==> config.mk <==
export PLATFORM = sky130hd
export DESIGN_NAME = shift_counter_gen
export DESIGN_NICKNAME = d
export VERILOG_FILES = /design/src/rtl/shift_counter_pkg.sv /design/src/rtl/shift_counter_next.sv /design/src/rtl/shift_counter_gen.sv
export SDC_FILE = /design/constraint.sdc
export NUM_CORES = 1
export LEC_CHECK = 0
export BUFFER_PORTS_ARGS = -buffer_cell sky130_fd_sc_hd__buf_2
export CORE_MARGIN = 2
export CORE_UTILIZATION = 40
export DETAILED_ROUTE_END_ITERATION = 8
export GPL_TIMING_DRIVEN = 0
export PLACE_DENSITY = 0.61
export SLEW_MARGIN = 20
export SYNTH_ARGS = -nofsm -noshare
export SYNTH_HDL_FRONTEND = slang
export SYNTH_SLANG_ARGS = --single-unit
==> constraint.sdc <==
create_clock -name clk -period 2.4 [get_ports clk]
set_input_delay 0.12 -clock clk [delete_from_list [all_inputs] [get_ports clk]]
set_output_delay 0.12 -clock clk [all_outputs]
set_load 0.05 [all_outputs]
==> src/rtl/shift_counter_pkg.sv <==
// shift_counter_pkg
//   Shared definitions for the multi-mode shift-register counter:
//   mode encodings, maximal-length LFSR tap masks and the value a
//   corrupted counter is forced to when it steps.
package shift_counter_pkg;

  localparam logic [1:0] MODE_RING    = 2'b00;
  localparam logic [1:0] MODE_JOHNSON = 2'b01;
  localparam logic [1:0] MODE_LFSR    = 2'b10;
  localparam logic [1:0] MODE_HOLD    = 2'b11;

  // Tap masks for the right-shifting Fibonacci form used by the counter:
  // the new MSB is the XOR of the masked bits. Bit i of the mask is the x^i
  // coefficient of a primitive polynomial of degree width (x^width implied).
  function automatic logic [15:0] lfsr_taps(input int width);
    logic [15:0] taps;
    case (width)
      3:       taps = 16'h0003;  // x^3+x+1
      4:       taps = 16'h0003;  // x^4+x+1
      5:       taps = 16'h0005;  // x^5+x^2+1
      6:       taps = 16'h0003;  // x^6+x+1
      7:       taps = 16'h0003;  // x^7+x+1
      8:       taps = 16'h001D;  // x^8+x^4+x^3+x^2+1
      9:       taps = 16'h0011;  // x^9+x^4+1
      10:      taps = 16'h0009;  // x^10+x^3+1
      11:      taps = 16'h0005;  // x^11+x^2+1
      12:      taps = 16'h0053;  // x^12+x^6+x^4+x+1
      13:      taps = 16'h001B;  // x^13+x^4+x^3+x+1
      14:      taps = 16'h0443;  // x^14+x^10+x^6+x+1
      15:      taps = 16'h0003;  // x^15+x+1
      16:      taps = 16'h100B;  // x^16+x^12+x^3+x+1
      default: taps = 16'h0003;
    endcase
    return taps;
  endfunction

  // Value (as its LSB; all upper bits are zero) a counter in an illegal state
  // is forced to on its next step.
  function automatic logic correction_value(input logic [1:0] mode);
    return (mode == MODE_RING) || (mode == MODE_LFSR);
  endfunction

endpackage

==> src/rtl/shift_counter_next.sv <==
// shift_counter_next
//   Combinational successor and legality logic for the shift counter.
//   Ports:
//     q       current counter state
//     mode    00 ring, 01 Johnson, 10 LFSR, 11 hold
//     dir     0 shift toward bit 0, 1 toward MSB (ignored for LFSR)
//     nxt     successor of q in the given mode/direction
//     illegal q is not a legal state of the given mode
module shift_counter_next
  import shift_counter_pkg::*;
#(
  parameter int WIDTH = 4
) (
  input  logic [WIDTH-1:0] q,
  input  logic [1:0]       mode,
  input  logic             dir,
  output logic [WIDTH-1:0] nxt,
  output logic             illegal
);

  localparam logic [15:0] TAPS16 = lfsr_taps(WIDTH);

  logic             fb;
  logic             one_hot;
  logic [WIDTH-2:0] edges;
  logic             johnson_ok;

  assign fb      = ^(q & TAPS16[WIDTH-1:0]);
  assign one_hot = (q != '0) && ((q & (q - 1'b1)) == '0);

  // A Johnson state is a single run of ones and a single run of zeros,
  // i.e. at most one adjacent-bit transition.
  assign edges      = q[WIDTH-1:1] ^ q[WIDTH-2:0];
  assign johnson_ok = (edges & (edges - 1'b1)) == '0;

  always_comb begin
    nxt     = q;
    illegal = 1'b0;
    case (mode)
      MODE_RING: begin
        nxt     = dir ? {q[WIDTH-2:0], q[WIDTH-1]} : {q[0], q[WIDTH-1:1]};
        illegal = !one_hot;
      end
      MODE_JOHNSON: begin
        nxt     = dir ? {q[WIDTH-2:0], ~q[WIDTH-1]} : {~q[0], q[WIDTH-1:1]};
        illegal = !johnson_ok;
      end
      MODE_LFSR: begin
        nxt     = {fb, q[WIDTH-1:1]};
        illegal = (q == '0);
      end
      default: begin
        nxt     = q;
        illegal = 1'b0;
      end
    endcase
  end

endmodule

==> src/rtl/shift_counter_gen.sv <==
// shift_counter_gen
//   Multi-mode shift-register counter (ring / Johnson / maximal LFSR) used
//   as a phase sequencer and pseudo-random source.
//   Ports:
//     clk      clock, rising edge
//     reset    synchronous active-high reset
//     en       advance one step per cycle
//     mode     00 ring, 01 Johnson, 10 LFSR, 11 hold
//     dir      shift direction for ring/Johnson
//     load     parallel load strobe (beats en)
//     load_val value taken on load
//     q        registered counter state
//     illegal  combinational: q is not legal for the current mode
//     wrap     registered pulse: the last step landed back on the seed
module shift_counter_gen
  import shift_counter_pkg::*;
#(
  parameter int WIDTH       = 4,
  parameter int RESET_VALUE = 1
) (
  input  logic             clk,
  input  logic             reset,
  input  logic             en,
  input  logic [1:0]       mode,
  input  logic             dir,
  input  logic             load,
  input  logic [WIDTH-1:0] load_val,
  output logic [WIDTH-1:0] q,
  output logic             illegal,
  output logic             wrap
);

  localparam logic [WIDTH-1:0] RV = RESET_VALUE[WIDTH-1:0];

  logic [WIDTH-1:0] seed;
  logic [WIDTH-1:0] nxt;
  logic [WIDTH-1:0] corr;

  shift_counter_next #(.WIDTH(WIDTH)) u_next (
    .q       (q),
    .mode    (mode),
    .dir     (dir),
    .nxt     (nxt),
    .illegal (illegal)
  );

  assign corr = {{(WIDTH-1){1'b0}}, correction_value(mode)};

  always_ff @(posedge clk) begin
    if (reset) begin
      q    <= RV;
      seed <= RV;
      wrap <= 1'b0;
    end else if (load) begin
      q    <= load_val;
      seed <= load_val;
      wrap <= 1'b0;
    end else if (en && (mode != MODE_HOLD)) begin
      if (illegal) begin
        // The correction value restarts the sequence, so it becomes the seed.
        q    <= corr;
        seed <= corr;
        wrap <= 1'b0;
      end else begin
        q    <= nxt;
        wrap <= (nxt == seed);
      end
    end else begin
      wrap <= 1'b0;
    end
  end

endmodule
==> impl_metrics.py, run 1 <==
metrics = {
    "placement": {
        "place_hpwl_um": 1320,
        "port_buffers": 15,
        "place_inst": 126,
        "routabilityCongestion": 0.741,
        "placed_cell_area_um2": 862,
    },
    "yosys": {
        "synth_common_cells": "dfxtp_1, inv_1, nand2_1, o22ai_1, ha_1",
        "synth_warnings": 0,
        "synth_xor_area_share_pct": 4.79,
        "seq_area_frac_synth_pct": 24.7,
        "synth.most_common_cell": "dfxtp_1",
        "synth_edf_count": 0,
        "yosysTopAreaCellShare_pct": 24.7,
        "synth_area_leaders": "dfxtp_1, ha_1, o22ai_1",
        "synthArstFlopShare_pct": 0,
        "syn-instance-count": 86,
        "synth_area_leader_cell": "dfxtp_1",
        "synth_ff_type": "dfxtp_1",
        "synth_nets": 102,
        "synth_mux_area_share_pct": 2.05,
        "synthAdderAreaFrac_pct": 8.56,
        "synth_cell_types": 33,
        "synth_top_family_by_area": "compound AO/OA/AOI/OAI gates",
        "yosys.area_share.simple_pct": 23.3,
        "synth_area_um2": 731,
        "synth.avg_cell_area_um2": 8.50,
        "synth-compound-area-share_pct": 28.9,
        "synth-seq-cells": 9,
    },
    "worst_setup_path": {
        "crit_fanout": 7,
        "rrSetupSlack_ns": 0.32,
        "worstSetupPathType": "reg2reg",
        "path_delay_family": "compound AO/OA/AOI/OAI gates",
        "worst_ep_arrival_time_ns": 2.27,
        "timing.rr.start": "q[2]",
        "r2r_cells": 7,
        "crit-reg2reg-capture": "wrap",
        "cp.required_ns": 2.59,
        "crit_slowest_cell": "dfxtp_2",
        "worstPathCellList": "inv_1, ha_1, a21bo_2, a221oi_2, o311ai_4, or2_2, nor4_2",
        "worstSetupStartpointType": "flip-flop",
        "critPathCaptureType": "flip-flop",
        "max_stage_delay_ns": 0.40,
        "crit_buf_inv": 1,
    },
    "final_layout": {
        "antennaDiodeCount": 0,
        "post_route_cells_drive_above_1_share_pct": 36.2,
        "nNetsFinal": 122,
        "fillers": 171,
        "finalNonFillerCells": 130,
        "design_area_um2": 895,
        "area_growth_pct": 22.4,
    },
    "timing": {
        "whs_ns": 0.130,
        "final_max_slew_viol_count": 0,
        "finalSetupViolCount": 0,
        "period_minus_slack_ns": 2.08,
        "rsz0062_at_grt": "no",
        "setup_tns_ns": 0,
        "slew_headroom_pct": 72.8,
        "worst_pin_slew_ns": 0.408,
        "fmax_mhz": 481,
        "hold_viol_final": 0,
        "worst_clock_skew_ns": 0.00808,
        "finalCritPeriodShare_pct": 86.7,
    },
    "floorplan": {
        "rows": 15,
        "start_util_pct": 42.3,
        "boundaryPins": 17,
        "die_x_um": 46.7,
        "core_area_mm2": 0.00173,
        "die_y_um": 46.7,
        "die-area_mm2": 0.00218,
    },
    "job": {
        "drv_cap": 0,
    },
    "clocking": {
        "htreeDepth": 1,
        "clk_pin_slew_worst_paths_ns": 0.07,
        "cts_buffer_depth": 2,
        "clock-sinks": 9,
        "cts_tree": "built",
        "insertion_delay_ns": 0.28,
        "cts_hold_buf": 0,
        "post-cts-setup-buffers": 0,
        "cts_root_buf": "clkbuf_4",
        "cts_buffers": 3,
    },
    "route": {
        "wl_um": 1780,
        "wl_per_cell_um": 13.7,
        "via_count": 733,
        "drc_errors": 0,
        "ant_nets": 0,
        "vias_per_cell": 5.64,
        "drt_iter0_markers": 14,
        "drtPass1Iterations": 4,
    },
    "power": {
        "power_density_mw_per_mm2": 535,
        "p_leak_nw": 0.362,
        "p_sw_w": 0.000184,
        "p_comb_share_pct": 36.2,
        "power_frac_seq_pct": 36.3,
        "clkPwrFrac_pct": 27.5,
        "p_int_w": 0.000294,
        "ir_worst_vdd_uv": 251,
        "switching_share_pct": 38.5,
    },
    "min_path": {
        "min_path_cells": 3,
        "min_from": "load_val[2]",
        "hp-class": "in2reg",
        "min_to": "seed[2]",
    },
    "global_route": {
        "first_global_vias": 638,
        "track_usage_pct": 18.9,
        "antenna_found_initial": 0,
        "grt_pass1_wl_um": 2860,
        "grt_max_degree": 11,
        "grt.overflow.total": 0,
    },
    "status": {
        "outcome": "complete, no violations",
    },
}
kinds of logic (layout without fill, tap and decap cells):
logic type	Yosys count	count (layout)
compound gates	27	27
xor+xnor	4	4
fa+ha+maj	5	5
buf+inv	11	30
flops	9	9
mux	1	1
simple gates	29	29
cell usage in the layout, fill, tap and decap left out, types with 2 or more instances in the layout:
| cell | count |
|---|---|
| a21boi_0 | 3 |
| a221oi_1 | 2 |
| buf_2 | 15 |
| buf_6 | 2 |
| clkbuf_1 | 3 |
| clkbuf_4 | 3 |
| dfxtp_1 | 5 |
| dfxtp_2 | 3 |
| ha_1 | 5 |
| inv_1 | 7 |
| nand2_1 | 6 |
| nand2b_1 | 3 |
| nand3_1 | 3 |
| nand3b_1 | 2 |
| nor2_1 | 4 |
| o21ai_0 | 4 |
| o221ai_2 | 2 |
| o22ai_1 | 6 |
| or2_2 | 3 |
| or3_1 | 2 |
| or3b_2 | 3 |
| xnor2_1 | 3 |
metal layers:
metal / part of all wire, % / track usage, % / vias up
met2: 43 / 27.5 / 22
li1: - / - / 360
met5: 0 / 0 / -
met4: 2.6 / 11.7 / 0
met1: 49 / 26.5 / 346
met3: 5.8 / 2.31 / 5
registers in the layout, indices dropped and copies added (netlist names):
signal	flops
q	4
seed	4
wrap	1
tightest hold or removal path: stages:
cell     delay (ns)
buf_2          0.10
nand2_1        0.07
o22ai_1        0.07
stage by stage:
stage | power, W | setup WS, ns | util [%]
after floorplan | 0.000307 | 0.00230 | -
after global placement | 0.000345 | 0.174 | 49.9
after detailed placement | 0.000347 | 0.197 | 49.9
after CTS | 0.000478 | 0.174 | 51.4
after global routing | 0.000502 | 0.110 | 51.8
final | 0.000479 | 0.319 | 51.8
cell type report:
cell class                 instances  area [µm²]  area share, %
buffer                             4        30.0           3.36
multi-input combinational         66         518           57.9
clock buffer                       4        26.3           2.94
sequential                         9         188           21.0
inverter                           7        26.3           2.94
timing repair buffer              15        75.1           8.39
tap                               25        31.3           3.50
power by group through the flow:
stage                     Sequential (W)  Clock, W  Combinational [W]
after floorplan                 0.000193         0           0.000114
after global placement          0.000177         0           0.000168
after detailed placement        0.000177         0           0.000170
after CTS                       0.000174  0.000134           0.000170
after global routing            0.000175  0.000134           0.000193
final                           0.000174  0.000132           0.000173
worst max path at each step:
| stage | slack [ns] | depth (start not counted) | start | end |
|---|---|---|---|---|
| global route | 0.11 | 7 | q[2] | wrap |
| detailed placement | 0.20 | 7 | q[2] | wrap |
| floorplan | 0.002 | 7 | q[2] | wrap |
| global placement | 0.17 | 7 | q[2] | wrap |
| finish | 0.32 | 7 | q[2] | wrap |
| CTS | 0.17 | 7 | q[2] | wrap |
what timing repair did:
action | in CTS | in global routing
endpoints found under the setup margin | 0 | 1
gates resized for setup | 0 | 1
endpoints found under the hold margin | 0 | 0
Power figures use the tool's default switching activity.
==> run 2: changes to the inputs <==
- ABC_AREA: default -> 1
==> run 2 against run 1 <==
Non-clock buffer count is 3 lower. Worst setup slack better by 0.093 ns. Cell count increased by 38%. Maximum frequency up 4.7%. Register-to-register slack gained 0.26 ns. Utilization shrank 0.37 points. Synthesized cell count increased by 57%. Clock skew is 0.0027 ns lower. Total power fell by 1.6%. Clock power is 11% lower. Worst hold slack lost 0.032 ns. Critical path depth did not move. Largest cell class unchanged. Largest power group is now combinational cells.
==> impl_metrics.py, run 2 <==
metrics = {
    "floorplan": {
        "die_y_um": 48.1,
        "die_x_um": 48.1,
        "start_util_pct": 43.7,
        "rows": 15,
        "die-area_mm2": 0.00232,
        "core_area_mm2": 0.00178,
        "boundaryPins": 17,
    },
    "min_path": {
        "hp-class": "in2reg",
        "min_path_cells": 2,
    },
    "yosys": {
        "synth-seq-cells": 9,
        "syn-instance-count": 135,
        "synth_nets": 151,
        "synth_common_cells": "nand2_1, nor2_1, inv_1",
        "seq_area_frac_synth_pct": 23.1,
        "synth_area_leader_cell": "nand2_1",
        "synth_edf_count": 0,
        "synth.most_common_cell": "nand2_1",
        "synth_warnings": 0,
        "synth_cell_types": 18,
        "synthArstFlopShare_pct": 0,
        "synth_area_leaders": "nand2_1, dfxtp_1, nor2_1",
        "synth.avg_cell_area_um2": 5.77,
        "yosysTopAreaCellShare_pct": 24.6,
        "synth_area_um2": 779,
        "synth_ff_type": "dfxtp_1",
    },
    "worst_setup_path": {
        "worst_ep_arrival_time_ns": 1.87,
        "r2r_cells": 9,
        "worstSetupPathType": "reg2out",
        "crit_fanout": 6,
        "cp.required_ns": 2.28,
        "critPathCaptureType": "output pin",
        "worstSetupStartpointType": "flip-flop",
    },
    "timing": {
        "fmax_mhz": 503,
        "setup_tns_ns": 0,
        "slew_headroom_pct": 80.2,
        "hold_viol_final": 0,
        "final_max_slew_viol_count": 0,
        "finalSetupViolCount": 0,
        "worst_slack_ns": 0.412,
        "period_minus_slack_ns": 1.99,
        "worst_clock_skew_ns": 0.00537,
        "worst_pin_slew_ns": 0.295,
        "finalCritPeriodShare_pct": 82.8,
        "rsz0062_at_grt": "no",
    },
    "global_route": {
        "grt_max_degree": 9,
        "track_usage_pct": 18.2,
        "grt.overflow.total": 0,
        "first_global_vias": 720,
        "antenna_found_initial": 0,
        "grt_pass1_wl_um": 3010,
    },
    "clocking": {
        "cts_hold_buf": 0,
        "cts_root_buf": "clkbuf_4",
        "insertion_delay_ns": 0.26,
        "clock-sinks": 9,
        "clk_pin_slew_worst_paths_ns": 0.06,
        "post-cts-setup-buffers": 0,
        "cts_buffer_depth": 2,
        "cts_buffers": 3,
        "cts_tree": "built",
        "ctsResizeCount": 0,
        "htreeDepth": 1,
    },
    "status": {
        "outcome": "complete, no violations",
    },
    "placement": {
        "port_buffers": 16,
        "place_worst_setup_slack_ns": 0.610,
        "place_hpwl_um": 1480,
        "place_inst": 176,
        "routabilityCongestion": 0.819,
    },
    "final_layout": {
        "reg_top3": "q: 4 flops, seed: 4 flops, wrap: 1 flops",
        "regArea_um2": 180,
        "nNetsFinal": 172,
        "area_growth_pct": 17.7,
        "final_cell_mix": "nand2_1, nor2_1, inv_1, buf_2, nand3_1",
        "fillers": 183,
        "multi_input_area_um2": 528,
        "finalNonFillerCells": 180,
        "post_route_cells_drive_above_1_share_pct": 18.7,
        "antennaDiodeCount": 0,
        "layout_commonest_cell": "nand2_1",
    },
    "route": {
        "drt_iter0_markers": 29,
        "drtPass1Iterations": 4,
        "ant_nets": 0,
        "wl_um": 1820,
        "drc_errors": 0,
        "wl_per_cell_um": 10.1,
        "vias_per_cell": 4.89,
        "via_count": 880,
    },
    "job": {
        "drv_cap": 0,
    },
    "power": {
        "p_leak_nw": 0.515,
        "power_density_mw_per_mm2": 513,
        "ir_worst_vdd_uv": 267,
    },
}
[run 2: changes by cell type after synthesis, moves of 6 or more]
cell / delta
nor2_1: +13
nand2_1: +45
o22ai_1: -6
inv_1: +9
nand3_1: +7
[run 2: worst paths after layout]
kind / slack (ns) / endpoint / start
max reg2reg: 0.58 / seed[2] / q[1]
max: 0.41 / illegal / q[1]
min: 0.1 / q[1] / reset
min reg2reg: 0.46 / seed[0] / seed[0]
[run 2: final cells by class]
class	instances	area share (%)
Timing Repair Buffer	16	8.73
Sequential cell	9	19.6
Tap cell	25	3.41
Inverter	19	7.78
Clock buffer	4	2.86
Multi-Input combinational cell	107	57.6
[run 2: metal layers]
layer / wire length, µm / global-route usage (%) / up-vias
met5: 0 / 0 / -
met4: 26 / 4.86 / 0
met3: 110 / 2.59 / 5
met2: 775 / 28.9 / 27
met1: 910 / 25.7 / 381
li1: - / - / 467
[run 2: per-stage QoR]
| step | cell area [µm²] | power (W) | hold WS, ns | util (%) |
|---|---|---|---|---|
| 2_1_floorplan | 779 | 0.000311 | 0.189 | - |
| 3_3_place_gp | 891 | 0.000357 | 0.371 | 50.0 |
| 3_5_place_dp | 891 | 0.000357 | 0.372 | 50.0 |
| 4_1_cts | 917 | 0.000474 | 0.101 | 51.4 |
| 5_1_grt | 917 | 0.000508 | 0.113 | 51.4 |
| 6_report | 917 | 0.000471 | 0.0978 | 51.4 |
[run 2: cells by family after synthesis]
kind of cell / synth area share [%]
adder cells (fa/ha/maj): 8.03
AO/OA/AOI/OAI: 10.1
buffers and inverters: 9.15
XOR/XNOR: 1.12
flip-flops: 23.1
AND/OR/NAND/NOR: 48.5
[run 2: worst max-delay path, stage by stage, from the launching register on]
cell	delay (ns)
dfxtp_1	0.43
inv_1	0.17
ha_1	0.34
nand2_1	0.07
nand2_1	0.09
a21oi_4	0.22
nand2_1	0.07
buf_2	0.21
[run 2: power breakdown]
group          leakage, nW  total (W)  switching (W)  internal (W)
clock               0.0150   0.000117      0.0000525     0.0000640
sequential          0.0743   0.000172      0.0000119      0.000160
combinational        0.426   0.000182       0.000124     0.0000580
total                0.515   0.000471       0.000188      0.000282
